[src/rtl/level_gen_pkg.sv]
// level_gen_pkg: state encoding and default dwell lengths for the tick-to-level generator.
package level_gen_pkg;
    typedef enum logic [1:0] {IDLE = 2'd0, HIGH = 2'd1, GUARD = 2'd2} state_t;
    localparam int DEF_HIGH_CYCLES = 4;
    localparam int DEF_LOW_CYCLES  = 2;
endpackage

[src/rtl/tick_to_level_gen_dwell_counter.sv]
// dwell_counter: loadable down-counter that parks at zero and flags it.
module dwell_counter #(
    parameter int CNT_W = 8
) (
    input  logic             i_clk,
    input  logic             i_rst_n,
    input  logic             i_load,
    input  logic [CNT_W-1:0] i_value,
    output logic             o_zero
);
    logic [CNT_W-1:0] r_value;
    always_ff @(posedge i_clk or negedge i_rst_n) begin
        if (!i_rst_n) r_value <= '0;
        else if (i_load) r_value <= i_value;
        else if (r_value != '0) r_value <= r_value - 1'b1;
    end
    assign o_zero = (r_value == '0);
endmodule

[src/rtl/tick_to_level_gen.sv]
// tick_to_level_gen: turns single-cycle ticks into HIGH_CYCLES-long level pulses,
// each followed by a LOW_CYCLES guard so every accepted tick yields one rising edge.
module tick_to_level_gen
    import level_gen_pkg::*;
#(
    parameter int HIGH_CYCLES = DEF_HIGH_CYCLES,
    parameter int LOW_CYCLES  = DEF_LOW_CYCLES,
    parameter int CNT_W       = 8,
    parameter int RETRIGGER   = 0
) (
    input  logic             i_clk,
    input  logic             i_rst_n,
    input  logic             i_tick,
    output logic             o_level,
    output logic             o_busy,
    output logic             o_drop,
    output logic [CNT_W-1:0] o_pulse_cnt
);
    localparam logic [CNT_W-1:0] HIGH_LOAD = CNT_W'(HIGH_CYCLES - 1);
    localparam logic [CNT_W-1:0] LOW_LOAD  = CNT_W'(LOW_CYCLES - 1);
    state_t           r_state, w_next;
    logic             r_pending, w_pending;
    logic             r_level, r_busy, r_drop;
    logic [CNT_W-1:0] r_pulse_cnt;
    logic             w_load, w_drop, w_start, w_zero;
    logic [CNT_W-1:0] w_load_val;
    dwell_counter #(.CNT_W(CNT_W)) u_dwell (
        .i_clk  (i_clk),
        .i_rst_n(i_rst_n),
        .i_load (w_load),
        .i_value(w_load_val),
        .o_zero (w_zero)
    );
    always_comb begin
        w_next     = r_state;
        w_pending  = r_pending;
        w_load     = 1'b0;
        w_load_val = HIGH_LOAD;
        w_drop     = 1'b0;
        w_start    = 1'b0;
        case (r_state)
            IDLE: begin
                w_next  = i_tick ? HIGH : IDLE;
                w_load  = i_tick;
                w_start = i_tick;
            end
            HIGH: begin
                // a retrigger reload wins over the end-of-pulse exit
                if (i_tick && RETRIGGER != 0) begin
                    w_load = 1'b1;
                end else begin
                    w_drop = i_tick;
                    if (w_zero) begin
                        w_next     = GUARD;
                        w_load     = 1'b1;
                        w_load_val = LOW_LOAD;
                    end
                end
            end
            GUARD: begin
                w_drop = i_tick && r_pending;
                if (w_zero) begin
                    w_pending = 1'b0;
                    w_next    = (r_pending || i_tick) ? HIGH : IDLE;
                    w_load    = r_pending || i_tick;
                    w_start   = r_pending || i_tick;
                end else begin
                    w_pending = r_pending || i_tick;
                end
            end
            default: w_next = IDLE;
        endcase
    end
    always_ff @(posedge i_clk or negedge i_rst_n) begin
        if (!i_rst_n) begin
            r_state     <= IDLE;
            r_pending   <= 1'b0;
            r_level     <= 1'b0;
            r_busy      <= 1'b0;
            r_drop      <= 1'b0;
            r_pulse_cnt <= '0;
        end else begin
            r_state     <= w_next;
            r_pending   <= w_pending;
            r_level     <= (w_next == HIGH);
            r_busy      <= (w_next != IDLE);
            r_drop      <= w_drop;
            r_pulse_cnt <= r_pulse_cnt + CNT_W'(w_start);
        end
    end
    assign o_level     = r_level;
    assign o_busy      = r_busy;
    assign o_drop      = r_drop;
    assign o_pulse_cnt = r_pulse_cnt;
endmodule

[config.mk]
export PLATFORM = sky130hd
export DESIGN_NAME = tick_to_level_gen
export DESIGN_NICKNAME = d
export VERILOG_FILES = /design/src/rtl/level_gen_pkg.sv /design/src/rtl/tick_to_level_gen_dwell_counter.sv /design/src/rtl/tick_to_level_gen.sv
export SDC_FILE = /design/constraint.sdc
export NUM_CORES = 1
export LEC_CHECK = 0
export CAP_MARGIN = 20
export CORE_UTILIZATION = 57
export DETAILED_ROUTE_END_ITERATION = 6
export GPL_TIMING_DRIVEN = 0
export HOLD_SLACK_MARGIN = 0.05
export PLACE_DENSITY = 0.86
export SLEW_MARGIN = 20
export SYNTH_ARGS = -nofsm -noshare
export SYNTH_HDL_FRONTEND = slang
export SYNTH_HIERARCHICAL = 1
export SYNTH_SLANG_ARGS = --single-unit
[constraint.sdc]
create_clock -name i_clk -period 4.7 [get_ports i_clk]
set_input_delay 0.47 -clock i_clk [delete_from_list [all_inputs] [get_ports i_clk]]
set_output_delay 0.47 -clock i_clk [all_outputs]
set_load 0.01 [all_outputs]
# Yosys cells after proc, flatten, opt, wreduce, memory -nomap -nowiden
# Index checks and enable logic that the tools add are counted.
# word_totals
regBits	22
in_bits	3
out_inout_bits	11
# classes
addsub	2
eq_ne	3
mux	15
reduce_logical	7
# ops
op	count
2-to-1 mux 8 bit	2
adder 8 x 1 -> 8 bit	1
logical NOT 8 bit	1
2-to-1 mux 2 bit	4
nonzero test 8 bit	1
subtractor 8 x 1 -> 8 bit (second input constant)	1
case mux 2 bit (3 select lines)	1
2-to-1 mux 1 bit	5
== test 2 x 1 -> 1 bit (second input constant)	2
case mux 1 bit (2 select lines)	2
nonzero test 2 bit	2
case mux 1 bit (3 select lines)	1
== test 2 bit (second input constant)	1
logical NOT 2 bit	1
logical AND 1 bit	1
logical OR 1 bit	1

# Logic depth before layout (Yosys ltp)
# Gate-level depths: netlist of run 1.
# depth
word_depth	5
depth_mapped	13
mapped_depth_nobuf	12

# Modules after synthesis
# The synthesis of run 1 kept the hierarchy.
# by_module_without_submodules
mod	n_inst	cells_each	area_each_um2	seq_area_each_um2
tick_to_level_gen	1	56	640.6	350.3
dwell_counter	1	54	476.7	200.2

# Worst setup path before layout of run 1
# Ideal clock, no wire load.
# synth_timing
kind	reg-to-reg
start	register u_dwell.r_value[0]
end	register r_pulse_cnt[6], in the netlist o_pulse_cnt[6]
arrival_time_ns	2.589
required_ns	4.575
slack_ns	1.986
stages_incl_launch_ff	14
n_path_buf	1
synth_period_minus_slack_ns	2.714
cell_sequence	dfrtp_1 inv_1 ha_1 or3b_1 clkbuf_2 nor2_1 a21o_1 a32oi_1 inv_1 ha_1 ha_1 and3_1 nand3_1 xnor2_1
# synth_between
elab_chain_cells	4
# synth_rtl
item	line	source
start: declaration	tick_to_level_gen_dwell_counter.sv:11	logic [CNT_W-1:0] r_value;
start signal: assignment	tick_to_level_gen_dwell_counter.sv:14	else if (i_load) r_value <= i_value;
start signal: assignment	tick_to_level_gen_dwell_counter.sv:15	else if (r_value != '0) r_value <= r_value - 1'b1;
logical NOT 8 bit	tick_to_level_gen_dwell_counter.sv:17	assign o_zero = (r_value == '0);
net w_zero	tick_to_level_gen.sv:25	logic w_load, w_drop, w_start, w_zero;
2-to-1 mux 1 bit	tick_to_level_gen.sv:62	if (w_zero) begin
case mux 1 bit (2 select lines)	tick_to_level_gen.sv:41	case (r_state)
adder 8 x 1 -> 8 bit	tick_to_level_gen.sv:88	r_pulse_cnt <= r_pulse_cnt + CNT_W'(w_start);
end signal: assignment	tick_to_level_gen.sv:88	
end: declaration	tick_to_level_gen.sv:24	logic [CNT_W-1:0] r_pulse_cnt;
# The timed path passes the listed nets, and every way through them passes these cells.
# A chain may end at the register's enable or synchronous reset.

# Final worst setup path of run 1
# layout_timing
start	register u_dwell.r_value[0]
end	register u_dwell.r_value[4]
# layout_between
elab_chain_cells	4
elab_cells_between_ends	9
# layout_rtl
item	line
logical NOT 8 bit *	tick_to_level_gen_dwell_counter.sv:17
net w_zero	tick_to_level_gen.sv:25
2-to-1 mux 1 bit (on tied branches)	tick_to_level_gen.sv:62, tick_to_level_gen.sv:53
case mux 1 bit (3 select lines) *	tick_to_level_gen.sv:41
net w_load	tick_to_level_gen.sv:25
2-to-1 mux 8 bit or nonzero test 2 bit (tied branches)	-
# The timed path passes the listed nets; every way through them passes the cells marked *. The select of a mux whose other input is x is not followed.

==> results of run 1 <==
==> through the flow <==
step	power, mW	setup slack (ns)	area, sq um	utilization [%]	std cells
after floorplan	0.545	1.99	1140	-	115
after global placement	0.659	1.64	1300	72.8	153
after detailed placement	0.685	1.50	1300	72.8	153
after CTS	0.790	1.44	1330	74.8	157
after global routing	0.842	1.13	1330	74.5	157
final	0.785	1.42	1330	74.5	157
==> worst register-to-register path, stage by stage (launching register included) <==
cell and delay [ns]:
dfrtp_1 0.45, inv_1 0.09, ha_1 0.25, or3b_1 0.38, clkbuf_2 0.17, nor2_1 0.51, a32oi_1 0.35, a21oi_1 0.35
dlygate4sd1_1 0.45, a21oi_1 0.08, a2bb2oi_1 0.13
==> sequential cells by signal (all words and copies together), names as in the netlist <==
| signal | cells |
|---|---|
| r_pending | 1 |
| o_busy | 1 |
| r_state | 2 |
| o_level | 1 |
| u_dwell/r_value | 8 |
| o_pulse_cnt | 8 |
| o_drop | 1 |
==> cell families (layout without fill, tap and decap cells) <==
kind of cell	after synthesis	after routing	share of synthesized area [%]
other cells	2	7	0.672
flops	22	22	49.3
buf+inv	8	25	3.25
fa+ha+maj	7	7	7.84
simple gates	37	37	16.8
compound gates	27	27	16.7
xor+xnor	7	7	5.49
==> worst paths after layout <==
kind / slack [ns] / to / depth (start not counted) / start
max: 1.42 / u_dwell/r_value[4]$_DFFE_PN0P_ / 10 / u_dwell/r_value[0]$_DFFE_PN0P_
min: 0.11 / u_dwell/r_value[0]$_DFFE_PN0P_ / 1 / i_rst_n
max reg2reg: 1.42 / u_dwell/r_value[4]$_DFFE_PN0P_ / 10 / u_dwell/r_value[0]$_DFFE_PN0P_
min reg2reg: 0.48 / o_pulse_cnt[7]$_DFF_PN0_ / 1 / o_pulse_cnt[7]$_DFF_PN0_
max in group asynchronous: 4.28 / o_pulse_cnt[2]$_DFF_PN0_ / 1 / i_rst_n
min in group i_clk: 0.48 / o_pulse_cnt[7]$_DFF_PN0_ / 1 / o_pulse_cnt[7]$_DFF_PN0_
==> area by class of cell <==
type | instances | area (sq um) | area share (%)
sequential | 22 | 551 | 41.4
multi-input combinational | 85 | 549 | 41.3
timing repair buffer | 13 | 125 | 9.42
clock buffer | 4 | 36.3 | 2.73
tap | 25 | 31.3 | 2.35
inverter | 6 | 22.5 | 1.69
buffer | 2 | 13.8 | 1.04
==> cell usage after synthesis <==
master,count,area share (%)
clkbuf_2,1,0.45
a31oi_1,2,1.1
nand2_1,9,3.0
dlygate4sd1_1,1,0.78
o22ai_1,2,1.1
o41ai_1,1,0.78
o311ai_0,1,0.78
nand4_1,1,0.56
xor2_1,4,3.1
o21ai_0,2,0.90
dfrtp_1,22,49
nand3_1,4,1.8
nor3b_1,1,0.67
nor3_1,4,1.8
ha_1,7,7.8
o31ai_1,3,2.0
and3_1,1,0.56
nor2_1,9,3.0
or3_4,1,1.0
a2bb2oi_1,1,0.78
a21oi_1,8,3.6
a32oi_1,1,0.78
conb_1,2,0.67
or3_1,1,0.56
o31a_1,1,0.78
or4_1,2,1.3
a221oi_1,1,0.78
a211oi_2,1,1.1
nor2b_1,1,0.56
nor4_1,2,1.1
or3b_1,1,0.78
a21o_1,1,0.67
inv_1,6,2.0
a21boi_0,1,0.67
o22a_1,1,0.78
xnor2_1,3,2.4
==> power breakdown <==
part	internal (mW)	total, mW	switching, mW
registers	0.268	0.355	0.0868
clock network	0.0472	0.102	0.0548
logic	0.169	0.328	0.159
total	0.484	0.785	0.301
==> per-layer routing <==
metal / up-vias / part of all wire, % / GRT usage [%]
met5: - / 0 / 0
met4: 0 / 0.57 / 8.82
met3: 2 / 3.9 / 2.35
met2: 27 / 52 / 40.8
met1: 442 / 44 / 28.9
li1: 440 / - / -
==> impl_metrics.yaml, run 1 <==
outcome:
  status: "completed"
clock_network:
  clockBufferDepth: 2
  clock_sinks: 22
  holdBufCountCts: 0
  cts_max_level: 1
  cts_post_setup_buffers_inserted: 0
  cts_root_buf: "clkbuf_4"
  clkLatencyLatePin_ns: 0.30
  cts_tree: "done"
  path_clk_slew_ns: 0.12
  cts_resized: 0
  cts_buffers: 3
route:
  dr.pass1.iters: 6
  first_iter_violations: 26
  drc: 0
  via_count: 911
  final_antenna_net_count: 0
  wirelength_um: 2090
  wl_per_cell_um: 13.3
  vias_per_cell: 5.80
finish:
  drive_above_1_share_pct: 6.06
  fillCellCount: 126
  finalNetCount: 143
  mostFrequentLayoutCells: "dfrtp_1, clkdlybuf4s50_1, nand2_1, nor2_1, a21oi_1"
  antenna_cells: 0
  final_common_cell: "dfrtp_1"
  area_growth_pct: 18.9
grt:
  grt.total_usage_pct: 23.2
  grt_pass1_vias: 834
  grt_pass1_wl_um: 3450
  grt_max_degree: 23
  grt-ovfl-total: 0
  antenna_found_initial: 0
worst_setup_path:
  crit_path_max_fanout: 10
  crit_chain: "inv_1 -> ha_1 -> or3b_1 -> clkbuf_2 -> nor2_1 -> a32oi_1 -> a21oi_1 -> dlygate4sd1_1 -> a21oi_1 -> a2bb2oi_1"
  crit_type: "reg -> reg"
  critPathSlowestCell: "nor2_1"
  crit_family: "compound AO/OA/AOI/OAI gates"
  cp-start-kind: "flop"
  crit_required_ns: 4.93
  worstSetupEndpointType: "flop"
  crit_buf_inv: 3
  max_stage_delay_ns: 0.51
  arrival_ns: 3.52
  crit_path_frequent_cell: "a21oi_1"
place:
  dp_hpwl_um: 1570
  routabilityCongestion: 0.773
  port_buffers: 13
timing:
  finalCriticalPeriod_ns: 3.28
  final.setup.tns_ns: 0
  slew_headroom_pct: 58.7
  rsz0062_at_grt: "no"
  slew_viol_final: 0
  period_share_pct: 69.9
  setup_viol: 0
  hold_viol_final: 0
  max_freq_mhz: 304
  whs_ns: 0.106
  tightest_slew_ns: 0.618
  fin_skew_ns: 0.00107
synthesis:
  synth_warnings: 6
  netlist_area_sq_um: 1120
  synth.distinct_cells: 36
  ys_seq_area_share_pct: 49.3
  syn_inst: 110
  syn_area_per_cell_sq_um: 10.2
  ys_seq_elements: 22
power_and_ir_drop:
  ir_drop_uv: 342
  powerDensity_nw_per_um2: 591
  leakagePower_nw: 0.611
floorplanning:
  rows: 15
  core_sq_um: 1780
  start_util_pct: 62.7
  io_pins: 14
  die_area_sq_um: 2140
  die_h_um: 46.3
  die_x_um: 46.3
worst_hold_path:
  hold_class: "in -> async"
flow_run:
  maxCapViolCount: 0
(Power assumes the default switching activity.)
==> run 2: changes to the inputs <==
CORE_UTILIZATION = 48   (was 57)
PLACE_DENSITY = 0.77   (was 0.86)
clock period = 2.9 ns   (was 4.7 ns; I/O delays follow)
==> impl_metrics.yaml, run 2 (same netlist as run 1, synthesis figures left out) <==
timing:
  tightest_slew_ns: 0.515
  period_share_pct: 92.0
  hold_viol_final: 0
  final.setup.tns_ns: 0
  slew_viol_final: 0
  setup_viol: 0
  max_freq_mhz: 375
  slew_headroom_pct: 65.4
  fin_skew_ns: 0.00851
  finalCriticalPeriod_ns: 2.67
clock_network:
  cts_tree: "done"
  clkLatencyLatePin_ns: 0.32
  cts_root_buf: "clkbuf_4"
  clockBufferDepth: 2
  path_clk_slew_ns: 0.13
  cts_max_level: 1
  cts_buffers: 3
  clock_sinks: 22
route:
  vias_per_cell: 5.28
  via_count: 866
  first_iter_violations: 16
  drc: 0
  wirelength_um: 2060
  dr.pass1.iters: 4
  wl_per_cell_um: 12.6
  final_antenna_net_count: 0
power_and_ir_drop:
  leakagePower_nw: 0.637
  switching_share_pct: 36.5
  internal_power_mw: 0.856
  seqPwrFrac_pct: 42.0
  switchingPower_mw: 0.493
  power.total_mw: 1.35
  pwr-share-comb_pct: 40.1
  ir_drop_uv: 595
  p_clk_share_pct: 17.9
  powerDensity_nw_per_um2: 963
outcome:
  status: "completed"
grt:
  grt_pass1_wl_um: 3530
  grt_max_degree: 23
  grt_pass1_vias: 853
  grt-ovfl-total: 0
  antenna_found_initial: 0
  grt.total_usage_pct: 19.1
worst_setup_path:
  cp-start-kind: "flop"
  worstSetupEndpointType: "flop"
  crit_path_max_fanout: 7
  crit_buf_inv: 3
  crit_required_ns: 3.12
  crit_type: "reg -> reg"
  crit_family: "simple AND/OR/NAND/NOR gates"
  max_stage_delay_ns: 0.45
  critPathSlowestCell: "dfrtp_1"
  crit_chain: "inv_1 -> ha_2 -> or3b_1 -> clkbuf_2 -> nor2_4 -> a21o_1 -> a32oi_2 -> inv_1 -> ha_1 -> ha_1 -> and3_1 -> nand3_1 -> xnor2_1"
  arrival_ns: 2.89
finish:
  finalNetCount: 147
  mostFrequentLayoutCells: "dfrtp_1, clkdlybuf4s50_1, nand2_1, nor2_1, a21oi_1"
  fillCellCount: 177
  fin_util_pct: 63.3
  final_common_cell: "dfrtp_1"
  antenna_cells: 0
  design_area_sq_um: 1400
  layout.cells.non_filler: 164
  drive_above_1_share_pct: 11.0
  area_growth_pct: 25.4
floorplanning:
  start_util_pct: 50.5
  die_h_um: 50.2
  die_area_sq_um: 2520
  core_sq_um: 2210
  die_x_um: 50.2
  io_pins: 14
  rows: 17
worst_hold_path:
  hold_class: "in -> async"
flow_run:
  maxCapViolCount: 0
place:
  dp_hpwl_um: 1480
  dp.cells: 156
  postPlaceCellArea_sq_um: 1300
  port_buffers: 13
  routabilityCongestion: 0.828
-- run 2: through the flow --
| step | hold slack, ns | setup WS [ns] |
|---|---|---|
| CTS | 0.486 | 0.0879 |
| detailed placement | 0.469 | -0.208 |
| global placement | 0.456 | -0.150 |
| floorplan | -0.00559 | 0.186 |
| finish | 0.435 | 0.233 |
| global route | 0.492 | -0.00124 |
-- run 2: layer usage --
metal,global-route usage [%],vias up,routed length [um]
li1,-,445,-
met1,21.9,410,958
met2,31.8,6,1020
met3,4.55,5,35
met4,11.4,0,44
met5,0,-,0
-- run 2: final timing paths --
kind / startpoint / end / slack, ns / depth (start not counted)
max in group asynchronous: i_rst_n / o_pulse_cnt[1]$_DFF_PN0_ / 2.14 / 2
setup reg to reg: u_dwell/r_value[0]$_DFFE_PN0P_ / o_pulse_cnt[6]$_DFF_PN0_ / 0.23 / 13
setup / recovery: u_dwell/r_value[0]$_DFFE_PN0P_ / o_pulse_cnt[6]$_DFF_PN0_ / 0.23 / 13
min in group i_clk: o_pulse_cnt[7]$_DFF_PN0_ / o_pulse_cnt[7]$_DFF_PN0_ / 0.48 / 1
hold / removal: i_rst_n / u_dwell/r_value[4]$_DFFE_PN0P_ / 0.43 / 2
hold reg to reg: o_pulse_cnt[7]$_DFF_PN0_ / o_pulse_cnt[7]$_DFF_PN0_ / 0.48 / 1
-- run 2: layout make-up --
type | count | area (sq um) | area share, %
well taps | 28 | 35.0 | 2.50
flip-flops and latches | 22 | 551 | 39.3
clock buffers | 3 | 22.5 | 1.61
plain buffers | 2 | 16.3 | 1.16
repair buffers | 17 | 158 | 11.3
multi-input cells | 85 | 567 | 40.4
clock inverters | 1 | 30.0 | 2.14
inverters | 6 | 22.5 | 1.61
-- run 2: repair_timing --
| action | CTS | global route |
|---|---|---|
| gates resized for setup | 3 | 2 |
| setup buffers | 0 | 3 |
| hold buffers | 0 | 1 |
| pin swaps | 0 | 1 |
| endpoints found under the setup margin | 11 | 9 |
| gates cloned | 0 | 0 |
| hold endpoints to repair | 0 | 22 |
-- run 2: power by group through the flow --
stage / combinational (mW) / sequential [mW] / clock, mW
finish: 0.541 / 0.566 / 0.242
detailed placement: 0.523 / 0.572 / 0
global placement: 0.507 / 0.563 / 0
floorplan: 0.308 / 0.576 / 0
global route: 0.600 / 0.588 / 0.255
CTS: 0.533 / 0.565 / 0.244
